[config.mk]
export PLATFORM = sky130hd
export DESIGN_NAME = playback_reader_flat
export DESIGN_NICKNAME = d
export VERILOG_FILES = /design/src/rtl/playback_reader_if.sv /design/src/rtl/playback_reader.sv /design/src/flat_wrapper.sv
export SDC_FILE = /design/constraint.sdc
export NUM_CORES = 1
export LEC_CHECK = 0
export ABC_AREA = 1
export BUFFER_PORTS_ARGS = -buffer_cell sky130_fd_sc_hd__buf_4
export CAP_MARGIN = 25
export CORE_AREA = 2 2 92 76
export DETAILED_ROUTE_END_ITERATION = 6
export DIE_AREA = 0 0 94 78
export HOLD_SLACK_MARGIN = 0.12
export PLACE_DENSITY = 0.8
export SLEW_MARGIN = 20
export SYNTH_ARGS = -nofsm -noshare
export SYNTH_HDL_FRONTEND = slang
export SYNTH_SLANG_ARGS = --single-unit
[constraint.sdc]
create_clock -name clk -period 2.42 [get_ports clk]
set_input_delay 0.363 -clock clk [delete_from_list [all_inputs] [get_ports clk]]
set_output_delay 0.363 -clock clk [all_outputs]
set_load 0.02 [all_outputs]
[src/rtl/playback_reader_if.sv]
// Sample-memory read port between the playback reader (master) and the sample RAM (slave).
// Read data returns one cycle after mem_en.
interface playback_reader_if #(
  parameter int ADDR_W = 17,
  parameter int DATA_W = 16
);
  logic [ADDR_W-1:0] mem_addr;
  logic              mem_en;
  logic [DATA_W-1:0] mem_rdata;

  modport master (
    output mem_addr,
    output mem_en,
    input  mem_rdata
  );

  modport slave (
    input  mem_addr,
    input  mem_en,
    output mem_rdata
  );
endinterface

[src/rtl/playback_reader.sv]
// Streams recorded samples out of a synchronous sample RAM, one per sample_tick,
// with optional looping and a done pulse at the end of a one-shot playback.
module playback_reader #(
  parameter int ADDR_W = 17,
  parameter int DATA_W = 16
) (
  input  logic                clk,
  input  logic                reset_n,
  input  logic                play,
  input  logic                stop,
  input  logic                loop,
  input  logic [ADDR_W-1:0]   end_addr,
  input  logic                sample_tick,
  playback_reader_if.master   mem,
  output logic [DATA_W-1:0]   sample_out,
  output logic                sample_valid,
  output logic                busy,
  output logic                done
);

  typedef enum logic [1:0] {
    IDLE,
    WAIT_TICK,
    READ,
    CAPTURE
  } state_t;

  localparam logic [ADDR_W-1:0] ONE = ADDR_W'(1);

  state_t            state, state_d;
  logic [ADDR_W-1:0] addr, addr_d;
  logic [ADDR_W-1:0] end_q, end_q_d;
  logic              capture;
  logic              done_d;
  logic              last;

  // end_q is never zero while busy, so end_q-1 cannot wrap
  assign last = (addr == (end_q - ONE));

  always_ff @(posedge clk or negedge reset_n) begin
    if (!reset_n) state <= IDLE;
    else          state <= state_d;
  end

  // stop overrides everything, including a capture already under way
  always_comb begin
    state_d = state;
    addr_d  = addr;
    end_q_d = end_q;
    capture = 1'b0;
    done_d  = 1'b0;
    if (stop) begin
      state_d = IDLE;
    end else begin
      case (state)
        IDLE: begin
          if (play) begin
            if (end_addr == '0) begin
              done_d = 1'b1;
            end else begin
              end_q_d = end_addr;
              addr_d  = '0;
              state_d = WAIT_TICK;
            end
          end
        end
        WAIT_TICK: begin
          if (sample_tick) state_d = READ;
        end
        READ: begin
          state_d = CAPTURE;
        end
        CAPTURE: begin
          capture = 1'b1;
          if (!last) begin
            addr_d  = addr + ONE;
            state_d = WAIT_TICK;
          end else if (loop) begin
            addr_d  = '0;
            state_d = WAIT_TICK;
          end else begin
            done_d  = 1'b1;
            state_d = IDLE;
          end
        end
        default: state_d = IDLE;
      endcase
    end
  end

  always_ff @(posedge clk or negedge reset_n) begin
    if (!reset_n) begin
      addr         <= '0;
      end_q        <= '0;
      sample_out   <= '0;
      sample_valid <= 1'b0;
      done         <= 1'b0;
    end else begin
      addr         <= addr_d;
      end_q        <= end_q_d;
      sample_valid <= capture;
      done         <= done_d;
      if (capture) sample_out <= mem.mem_rdata;
    end
  end

  assign mem.mem_addr = addr;
  assign mem.mem_en   = (state == READ);
  assign busy         = (state != IDLE);

endmodule

[src/flat_wrapper.sv]
// flat-port wrapper written by rule: the top's interface ports become plain ports
module playback_reader_flat 
#(
  parameter int ADDR_W = 17,
  parameter int DATA_W = 16
)
  (clk, reset_n, play, stop, loop, end_addr, sample_tick, sample_out, sample_valid, busy, done, mem_mem_addr, mem_mem_en, mem_mem_rdata);
  playback_reader_if #(.ADDR_W(ADDR_W), .DATA_W(DATA_W)) mem_i ();
  input  logic clk;
  input  logic reset_n;
  input  logic play;
  input  logic stop;
  input  logic loop;
  input  logic [ADDR_W-1:0] end_addr;
  input  logic sample_tick;
  output logic [DATA_W-1:0] sample_out;
  output logic sample_valid;
  output logic busy;
  output logic done;
  output wire logic [$bits(mem_i.mem_addr)-1:0] mem_mem_addr;
  output wire logic [$bits(mem_i.mem_en)-1:0] mem_mem_en;
  input wire logic [$bits(mem_i.mem_rdata)-1:0] mem_mem_rdata;
  assign mem_mem_addr = mem_i.mem_addr;
  assign mem_mem_en = mem_i.mem_en;
  assign mem_i.mem_rdata = mem_mem_rdata;
  playback_reader #(.ADDR_W(ADDR_W), .DATA_W(DATA_W)) u_core (.clk(clk), .reset_n(reset_n), .play(play), .stop(stop), .loop(loop), .end_addr(end_addr), .sample_tick(sample_tick), .mem(mem_i), .sample_out(sample_out), .sample_valid(sample_valid), .busy(busy), .done(done));
endmodule
---- After elaboration in Yosys (flattened, before gate mapping) ----
Index checks and enable logic that the tools add are counted.
cells by class
  add/subtract/negate cells ............... 2
  eq/ne operators ......................... 10
  mux-type cells .......................... 20
  bitwise gates (word level) .............. 2
  reduce and logical (&&, ||, !) cells .... 7
operator list
  operator                                            count
  two-way mux 17 bit                                  4
  case mux 17 bit (2 select lines)                    1
  adder 17 x 1 -> 17 bit, second input constant       1
  == test 17 bit                                      1
  logical NOT 17 bit                                  1
  subtractor 17 x 1 -> 17 bit, second input constant  1
  inequality test 3 bit, second input constant        4
  two-way mux 2 bit                                   5
  two-way mux 1 bit                                   8
  case mux 2 bit (4 select lines)                     1
  AND reduction 5 bit                                 1
  == test 2 bit, second input constant                2
  inequality test 2 bit, second input constant        2
  AND reduction 4 bit                                 1
  nonzero test 2 bit                                  2
  AND reduction 3 bit                                 1
  == test 2 x 1 -> 1 bit, second input constant       1
  logical NOT 2 bit                                   1
  NOT 1 bit                                           2
  case mux 1 bit (2 select lines)                     1
storage, ports and cells
  register bits ........................... 54
  input bits .............................. 39

---- Depth between registers and ports, before layout ----
Gate-level depths: netlist of the first run.
  depth in word-level cells ............... 5
  mapped depth ............................ 17

---- Least setup slack after synthesis of the first run ----
Ideal clock, no wire load.
  path type ............................... reg2reg
  from .................................... register u_core.end_q[0]
  to ...................................... register u_core.addr[10], in the netlist u_core.mem.mem_addr[10]
  setup time .............................. 118 ps
  arrival ................................. 1931 ps
  setup slack ............................. 371 ps
  stages on the path, launching flop included .. 15
  buffers on the path ..................... 1
  path through ............................ dfrtp_1 inv_2 ha_1 nand3_4 nor2_4 nand3_1 nand2_1 nand2_1 nor2_1 nand3_1 nor2_2 nand4_4 buf_2 nand3_1 nand2_1
between the ends
  cells in the longest elaborated chain, start to end .. 4
  elaborated cells on any way between the ends .. 6
RTL lines
  element                                                                                   line                    text
  from (decl)                                                                               playback_reader.sv:32   logic [ADDR_W-1:0] end_q, end_q_d;
  from (signal assigned)                                                                    playback_reader.sv:100  end_q <= end_q_d;
  subtractor 17 x 1 -> 17 bit *                                                             playback_reader.sv:38   assign last = (addr == (end_q - ONE));
  == test 17 bit *                                                                          playback_reader.sv:38
  inequality test 3 bit (no line) / two-way mux 17 bit (equally long branches)              -
  AND reduction 5 bit (no line) / case mux 17 bit (2 select lines) (equally long branches)  -
  to (signal assigned)                                                                      playback_reader.sv:99   addr <= addr_d;
  to (decl)                                                                                 playback_reader.sv:31   logic [ADDR_W-1:0] addr, addr_d;
Mark *: on every way between the ends. The rest lies on a longest branch, timed or not.
A chain may end at the register's enable or synchronous reset.

---- Final worst setup path of the first run ----
  from .................................... register u_core.end_q[1]
  to ...................................... register u_core.addr[15], in the netlist u_core.mem.mem_addr[15]
Same word-level chain as after synthesis.

==> impl_metrics.csv, run 1 <==
group,metric,value,unit
power,p_per_area,916,nW/um^2
die,coreArea,6340,sq um
yosys,synth_fp_nets,544,
die,rows,26,
final_layout,register_area,1350,sq um
final_layout,layout-drive-gt1-share,0.216,
yosys,yosys_most_used_dff,"dfrtp_1",
clock_tree,cts.sinks,54,
hold_path,holdPathEnd,"u_core.sample_out[5]",
final_layout,nets,633,
critical_path,cp.arrival,2470,ps
detailed_routing,routed_via_density,5.26,
placement,gp_congestion,0.925,
grt,grt_overflow,0,
critical_path,path_class,"flip-flop to flip-flop",
clock_tree,cts_buffers,5,
yosys,synth_area,3460,sq um
timing,setup_violations,0,
yosys,synth_edf_count,0,
die,io-pin-count,76,
final_layout,post-route-util,0.692,
timing,fin_crit,2260,ps
clock_tree,clk_latency,320,ps
critical_path,reg2reg_slack,160,ps
detailed_routing,ant_nets,0,
grt,antenna_found_initial,0,
yosys,yosys.area.top_type,"dfrtp_1",
run_status,status,"completed",
timing,timing.hold.ws,238,ps
critical_path,max_stage_delay,420,ps
die,initial_utilization,0.546,
power,p_leak,2.32,nW
timing,clock_skew,9.69,ps
yosys,ys_ff_latch,54,
detailed_routing,wl,9430,um
timing,relSlewSlack,0.267,
yosys,syn_avg_cell_area,6.95,sq um
run,drv_cap,0,
critical_path,worstReg2RegStart,"u_core.end_q[1]",
critical_path,reg2regPathDepth,13,
critical_path,cp_cell_sequence,"inv_1 > ha_4 > xor2_1 > nand2_1 > nor2_1 > nand3_2 > nor2_2 > nand3_2 > nor2_4 > nand4_4 > buf_4 > nand3_1 > nand2_1",
die,die_width,94,um
hold_path,min_path_cells,3,
final_layout,diodes,0,
grt,grt_pass1_wl,15100,um
hold_path,hold_path_class,"input pin to flip-flop",
grt,grt_use_met1,0.367,
timing,period_share,0.932,
yosys,synth_warnings,0,
die,die_h,78,um
die,die_area,7330,sq um
critical_path,cp-start-kind,"flip-flop",
grt,grt_max_degree,55,
clock_tree,cts_tree,"built",
hold_path,hp-start,"mem_mem_rdata[5]",
yosys,synthTopCellsByCount,"nand2_1, nor2_1, dfrtp_1",
grt,grt_use_met2,0.401,
timing,setup_tns,0,ps
detailed_routing,drtIter0Drc,336,
timing,rsz0062_at_grt,"true",
critical_path,r2r-end,"u_core.mem.mem_addr[15]",
critical_path,end_kind,"flip-flop",
clock_tree,cts.clk_slew.worst_paths,110,ps
yosys,syn-instance-count,498,
yosys,synthTopCellsByArea,"dfrtp_1, nand2_1, nor2_1, inv_1, nand3_1",
critical_path,crit_fanout,5,
yosys,synth_top_area_share,0.390,
yosys,synth_most_common_cell,"nand2_1",
clock_tree,h-tree-depth,2,
timing,finalHoldViolCount,0,
detailed_routing,wl_per_cell,14.0,um
critical_path,cp_slowest_cell,"dfrtp_1",
grt,met3_usage,0.0485,
grt,top_usage_layer,"met2",
yosys,seq_area_frac_synth,0.390,
grt,grt_use_total,0.256,
clock_tree,cts_root_buf,"clkbuf_8",
detailed_routing,first_pass_iters,5,
final_layout,fill_cells,549,
detailed_routing,routed-via-count,3532,
yosys,async_flop_share,1.00,
timing,worst_slew_pin_slew,1090,ps
power,max-vdd-ir-drop,614,uV
detailed_routing,drc,0,
critical_path,cp.required,2640,ps
placement,io_buffers,75,
grt,grt_pass1_vias,3260,
placement,dp.final_hpwl,6720,um
final_layout,multiInputGateArea,1920,sq um
final_layout,syn_to_final_growth,26.8,%
timing,slew_viol_final,0,
clock_tree,cts_buffer_depth,2,
yosys,ys_types,36,
timing,fmax,443,MHz
-- metrics by stage --
step | total power, W | cells | setup WS [ps] | instance area, sq um
final | 0.00402 | 672 | 165 | 4390
after floorplan | 0.00261 | 498 | 371 | 3460
after detailed placement | 0.00319 | 652 | 130 | 4110
after CTS | 0.00386 | 661 | 92.4 | 4240
after global placement | 0.00313 | 652 | 228 | 4110
after global routing | 0.00430 | 672 | -21.3 | 4390
-- routing by layer --
layer  vias up  wire length (um)
met4         0               110
met1      1632              4230
li1       1733                 -
met5         -                 0
met2       154              4390
met3        13               700
-- power by group --
part	total, W	leakage [nW]	internal [W]	switching (W)
sequential	0.00144	0.693	0.00118	0.000260
clock	0.000658	0.0591	0.000317	0.000341
combinational	0.00193	1.56	0.000765	0.00116
total	0.00402	2.32	0.00226	0.00176
-- registers in the layout (all words and copies together) (netlist names) --
register	flops
u_core.sample_valid	1
u_core.sample_out	16
u_core.state	2
u_core.end_q	17
u_core.done	1
u_core.mem.mem_addr	17
-- cell usage in the layout, fill, tap and decap left out, types with 2 or more instances in the layout --
cell type  count
xnor2_1        8
inv_2          2
nand2_1      178
xor2_1        13
nor2_2         7
inv_6          2
o21bai_1       3
buf_4         90
ha_1           6
nand3b_1       4
nand4_1       10
nor4_1         2
nor2_1        62
inv_1         51
dfrtp_1       54
nor2_4         4
o21ai_1        3
a21oi_1       10
mux2_2         2
nand3_2        3
nand3_1       33
o21ai_0       16
clkbuf_8       5
nor3_1         4
-- critical path, delay by kind of cell (launching register included) --
kind                       cells  cell delay, ps
xor gates and xnor gates       1             150
adders and majority gates      1             220
buffers and inverters          2             330
DFF                            1             420
and+or+nand+nor                9            1040
-- what timing repair did --
action	in CTS	in global routing
setup buffers	0	10
setup endpoints to repair	0	18
hold buffers	1	0
endpoints found under the hold margin	45	0
resized for setup	0	13
-- final cells by class --
| type | instances | share of cell area |
|---|---|---|
| Clock inverter | 3 | 0.0108 |
| Sequential cell | 54 | 0.308 |
| Tap cell | 84 | 0.0239 |
| Inverter | 54 | 0.0462 |
| Multi-Input combinational cell | 380 | 0.437 |
| Clock buffer | 5 | 0.0157 |
| Timing Repair Buffer | 92 | 0.159 |
-- worst max path at each step --
stage,start,end,slack [ps],cells past startpoint
global route,u_core.end_q[0],u_core.mem.mem_addr[15],-20,14
CTS,u_core.end_q[0],u_core.mem.mem_addr[3],90,14
finish,u_core.end_q[1],u_core.mem.mem_addr[15],160,13
global placement,u_core.end_q[0],u_core.mem.mem_addr[1],230,14
floorplan,u_core.end_q[0],u_core.mem.mem_addr[10],370,14
detailed placement,u_core.end_q[0],u_core.mem.mem_addr[3],130,14
-- cells by family after synthesis --
kind of cell | share of synthesized area
compound gates | 0.0506
xor+xnor | 0.0531
fa+ha+maj | 0.0253
buf+inv | 0.0759
flops | 0.390
mux | 0.00651
simple gates | 0.398
No activity file was read; power rests on OpenSTA's default activity.
==> run 2, diff against run 1 <==
Settings changed: CORE_AREA 2 2 92 76 to 2 2 91 75, CTS_BUF_LIST set to sky130_fd_sc_hd__clkbuf_2, DIE_AREA 0 0 94 78 to 0 0 93 77, PLACE_DENSITY 0.8 to 0.81.
==> impl_metrics.csv, run 2 (same netlist as run 1, synthesis figures left out) <==
group,metric,value,unit
power,switchingPower,0.00173,W
final_layout,multiInputGateArea,1890,sq um
timing,fmax,446,MHz
final_layout,layout_commonest_cell,"nand2_1",
die,coreArea,6250,sq um
power,clockPowerShare,0.125,
timing,setup_tns,0,ps
timing,relSlewSlack,0.350,
critical_path,path_class,"flip-flop to flip-flop",
placement,gp_congestion,0.933,
placement,dp.final_hpwl,6900,um
hold_path,hold_path_class,"input pin to flip-flop",
critical_path,cp.arrival,2620,ps
grt,grt_overflow,0,
critical_path,critPathLaunch,"u_core.end_q[0]",
detailed_routing,routed-via-count,3586,
placement,postPlaceCellArea,4110,sq um
run_status,status,"completed",
grt,grt_pass1_wl,16200,um
timing,setup_violations,0,
clock_tree,clk_latency,450,ps
detailed_routing,wl_per_cell,14.4,um
timing,period_share,0.927,
power,power_frac_seq,0.387,
grt,grt_max_degree,55,
final_layout,register_area,1350,sq um
die,rows,26,
timing,slew_viol_final,0,
timing,finalHoldViolCount,0,
grt,grt_use_total,0.283,
clock_tree,cts_buffers,5,
clock_tree,cts.clk_slew.worst_paths,280,ps
detailed_routing,drtIter0Drc,225,
timing,worst_slew_pin_slew,968,ps
critical_path,cp.required,2800,ps
clock_tree,cts_buffer_depth,2,
power,p_leak,2.35,nW
clock_tree,cts_tree,"built",
clock_tree,cts.sinks,54,
run,drv_cap,0,
final_layout,layout_common_cells,"nand2_1, buf_4, nor2_1",
final_layout,fill_cells,512,
power,switching_share,0.452,
timing,rsz0062_at_grt,"true",
final_layout,nets,647,
final_layout,layout-drive-gt1-share,0.204,
die,die_area,7160,sq um
die,die_width,93,um
die,io-pin-count,76,
die,initial_utilization,0.554,
critical_path,end_kind,"flip-flop",
grt,grt_pass1_vias,3375,
power,intPower,0.00209,W
placement,io_buffers,75,
clock_tree,cts_root_buf,"clkbuf_2",
detailed_routing,wl,9850,um
final_layout,stdcell_area,4480,sq um
grt,antenna_found_initial,0,
power,p_per_area,853,nW/um^2
final_layout,syn_to_final_growth,29.5,%
detailed_routing,first_pass_iters,6,
critical_path,worstReg2RegStart,"u_core.end_q[0]",
critical_path,cp-start-kind,"flip-flop",
critical_path,crit_fanout,7,
power,combPwrFrac,0.488,
hold_path,hp-start,"end_addr[16]",
clock_tree,h-tree-depth,2,
power,max-vdd-ir-drop,557,uV
timing,fin_crit,2240,ps
die,die_h,77,um
final_layout,diodes,0,
timing,clock_skew,11.4,ps
detailed_routing,drc,0,
detailed_routing,ant_nets,0,
detailed_routing,routed_via_density,5.23,
[run 2: cell count changes in the layout (fill, tap and decap cells not counted), moves of 2 or more]
cell and change:
clkbuf_2 +6, inv_6 -2, nor3_2 +2, nand2_1 -2
clkbuf_8 -5, buf_4 -6, nor2_4 -2, dlygate4sd3_1 +20
nand2_2 +2
[run 2: power by group through the flow]
| stage | sequential, W | clock (W) | combinational [W] |
|---|---|---|---|
| after floorplan | 0.00155 | 0 | 0.00106 |
| after global placement | 0.00146 | 0 | 0.00171 |
| after detailed placement | 0.00147 | 0 | 0.00175 |
| after CTS | 0.00146 | 0.000481 | 0.00178 |
| after global routing | 0.00151 | 0.000519 | 0.00209 |
| final | 0.00148 | 0.000479 | 0.00186 |
[run 2: routing by layer]
metal / up-vias / global-route usage / part of all wire
li1: 1764 / - / -
met1: 1655 / 0.406 / 0.45
met2: 155 / 0.441 / 0.46
met3: 12 / 0.0550 / 0.077
met4: 0 / 0.0765 / 0.013
met5: - / 0 / 0
[run 2: worst max-delay path, stage by stage (launching register included)]
cell and delay, ps:
dfrtp_1 460, inv_2 120, ha_4 170, nand3_4 110
nor2_4 170, nand3_2 90, nand2_2 80, nand2_1 50
nor2_1 100, nand3_1 80, nor2_2 190, nand4_4 200
buf_4 180, nand3_1 90, nand2_1 70
[run 2: path summary, 6_finish.rpt]
check / end / slack, ps / depth (start not counted)
worst max-delay path: u_core.mem.mem_addr[7] / 180 / 14
worst min-delay path: u_core.end_q[16] / 150 / 3
worst max register to register: u_core.mem.mem_addr[7] / 180 / 14
worst min register to register: u_core.sample_out[9] / 530 / 2
max in group asynchronous: u_core.mem.mem_addr[0] / 1490 / 2
min in group asynchronous: u_core.mem.mem_addr[10] / 450 / 2
[run 2: layout make-up]
type,instances,area share
clock inverter,2,0.00838
multi-input combinational,379,0.422
tap,84,0.0235
clock buffer,6,0.00670
sequential,54,0.302
inverter,54,0.0452
timing repair buffer,107,0.193
[run 2: per-stage QoR]
stage,std cells,hold slack (ps),total power [W],utilization,worst slack [ps]
floorplan,498,67.4,0.00261,-,371
global placement,652,444,0.00317,0.659,185
detailed placement,652,449,0.00322,0.659,82.8
CTS,678,122,0.00372,0.698,42.5
global route,686,123,0.00412,0.718,-21.7
finish,686,150,0.00382,0.718,177
[run 2: timing repair]
item,CTS,global route
buffers inserted,0,5
hold buffers,18,3
hold endpoints to repair,72,3
setup endpoints to repair,0,18
gates resized for setup,0,12
==> run 3, diff against run 2 <==
Settings changed: CORE_AREA 2 2 91 75 to 2 2 81 83, DIE_AREA 0 0 93 77 to 0 0 83 85, PLACE_DENSITY 0.81 to 0.82.
==> impl_metrics.csv, run 3 (same netlist as run 1, synthesis figures left out) <==
group,metric,value,unit
detailed_routing,routed_via_density,5.25,
power,p_leak,2.35,nW
critical_path,max_stage_delay,480,ps
detailed_routing,wl_per_cell,14.1,um
detailed_routing,drtIter0Drc,284,
critical_path,cp_slowest_cell,"dfrtp_1",
clock_tree,h-tree-depth,2,
timing,setup_violations,0,
power,p_per_area,834,nW/um^2
clock_tree,cts_tree,"built",
hold_path,hp-start,"end_addr[15]",
final_layout,post-route-util,0.722,
die,die_h,85,um
placement,io_buffers,75,
timing,clock_skew,16.1,ps
timing,period_share,0.922,
timing,timing.final.ws_setup,188,ps
timing,fin_crit,2230,ps
run,drv_cap,0,
placement,place_ws,116,ps
die,coreArea,6200,sq um
detailed_routing,drc,0,
timing,finalHoldViolCount,0,
timing,worst_slew_pin_slew,957,ps
final_layout,diodes,0,
clock_tree,cts_buffers,5,
final_layout,nets,648,
clock_tree,cts.sinks,54,
placement,gp_congestion,0.976,
die,die_width,83,um
final_layout,syn_to_final_growth,29.4,%
run_status,status,"completed",
grt,grt_overflow,0,
critical_path,worstReg2RegStart,"u_core.end_q[0]",
grt,grt_pass1_wl,15900,um
die,die_area,7060,sq um
final_layout,layout_commonest_cell,"nand2_1",
grt,antenna_found_initial,0,
detailed_routing,first_pass_iters,6,
final_layout,register_area,1350,sq um
critical_path,reg2reg_slack,190,ps
final_layout,fill_cells,459,
hold_path,min_path_cells,3,
clock_tree,cts_buffer_depth,2,
grt,grt_use_total,0.273,
timing,fmax,448,MHz
clock_tree,cts.clk_slew.worst_paths,270,ps
placement,dp.final_hpwl,6880,um
clock_tree,clk_latency,460,ps
die,initial_utilization,0.558,
critical_path,cp-start-kind,"flip-flop",
timing,slew_viol_final,0,
critical_path,r2r-end,"u_core.mem.mem_addr[16]",
critical_path,reg2regPathDepth,14,
detailed_routing,ant_nets,0,
clock_tree,cts_root_buf,"clkbuf_2",
placement,postPlaceCellArea,4110,sq um
timing,relSlewSlack,0.357,
final_layout,fin_cells,680,
critical_path,end_kind,"flip-flop",
hold_path,hold_path_class,"input pin to flip-flop",
die,io-pin-count,76,
final_layout,layout-drive-gt1-share,0.201,
placement,placedCellCount,645,
detailed_routing,routed-via-count,3571,
hold_path,holdPathEnd,"u_core.end_q[15]",
grt,grt_max_degree,55,
final_layout,multiInputGateArea,1920,sq um
critical_path,path_class,"flip-flop to flip-flop",
critical_path,cp.required,2800,ps
critical_path,cp.arrival,2610,ps
final_layout,layout_common_cells,"nand2_1, buf_4, nor2_1",
critical_path,crit_fanout,8,
final_layout,stdcell_area,4480,sq um
power,max-vdd-ir-drop,642,uV
critical_path,cp_cell_sequence,"inv_4 > ha_4 > nand3_4 > nor2_4 > nand3_1 > nand2_1 > nand2_1 > nor2_1 > nand3_1 > nor2_4 > nand4_4 > buf_6 > nand3_1 > nand2_1",
detailed_routing,wl,9570,um
grt,grt_pass1_vias,3423,
die,rows,29,
## run 3: changes by cell type in the layout (fill, tap and decap cells not counted), sizes merged
cell / previous run / this run
buf: 86 / 87
bufinv: 1 / 0
clkbuf: 6 / 5
clkinv: 1 / 4
clkinvlp: 1 / 0
dlygate4sd3: 21 / 20
nand4: 11 / 12
## run 3: worst max-delay path by stage
stage	startpoint	to	slack, ps	cells after the start
floorplan	u_core.end_q[0]	u_core.mem.mem_addr[10]	370	14
global placement	u_core.end_q[0]	u_core.mem.mem_addr[14]	200	15
detailed placement	u_core.end_q[0]	u_core.mem.mem_addr[16]	120	14
CTS	u_core.end_q[0]	u_core.mem.mem_addr[6]	90	14
global route	u_core.end_q[1]	u_core.mem.mem_addr[11]	-10	14
finish	u_core.end_q[0]	u_core.mem.mem_addr[16]	190	14
## run 3: cell type report
class,instances,area share
Clock buffer,5,0.00559
Multi-Input combinational cell,380,0.428
Timing Repair Buffer,107,0.193
Clock inverter,3,0.00363
Sequential cell,54,0.302
Tap cell,77,0.0215
Inverter,54,0.0458
## run 3: through the flow
| step | TNS, ps | hold slack (ps) | total power, W |
|---|---|---|---|
| detailed placement | 0 | 444 | 0.00321 |
| finish | 0 | 149 | 0.00373 |
| floorplan | 0 | 67.4 | 0.00261 |
| global route | -17.3 | 122 | 0.00402 |
| CTS | 0 | 130 | 0.00359 |
| global placement | 0 | 439 | 0.00315 |
## run 3: repair_timing
item	in CTS	in global routing
buffers inserted	0	6
endpoints found under the hold margin	73	1
endpoints found under the setup margin	0	17
resized for setup	0	16
hold buffers	19	1
## run 3: worst max-delay path, delay by kind of cell, from the launching register on
family / cells / cell delay, ps
AND/OR/NAND/NOR: 11 / 1220
flip-flops: 1 / 480
buffers and inverters: 2 / 310
adder cells (fa/ha/maj): 1 / 150
## run 3: layer usage
metal	GRT usage	vias to the layer above	part of all wire
li1	-	1771	-
met4	0.0835	0	0.015
met1	0.366	1644	0.42
met5	0	-	0
met3	0.0428	17	0.068
met2	0.461	139	0.49
## run 3: power breakdown
| part | switching (W) | internal [W] | total [W] |
|---|---|---|---|
| registers | 0.000319 | 0.00118 | 0.00150 |
| clock network | 0.000291 | 0.0000671 | 0.000358 |
| logic | 0.00114 | 0.000744 | 0.00188 |
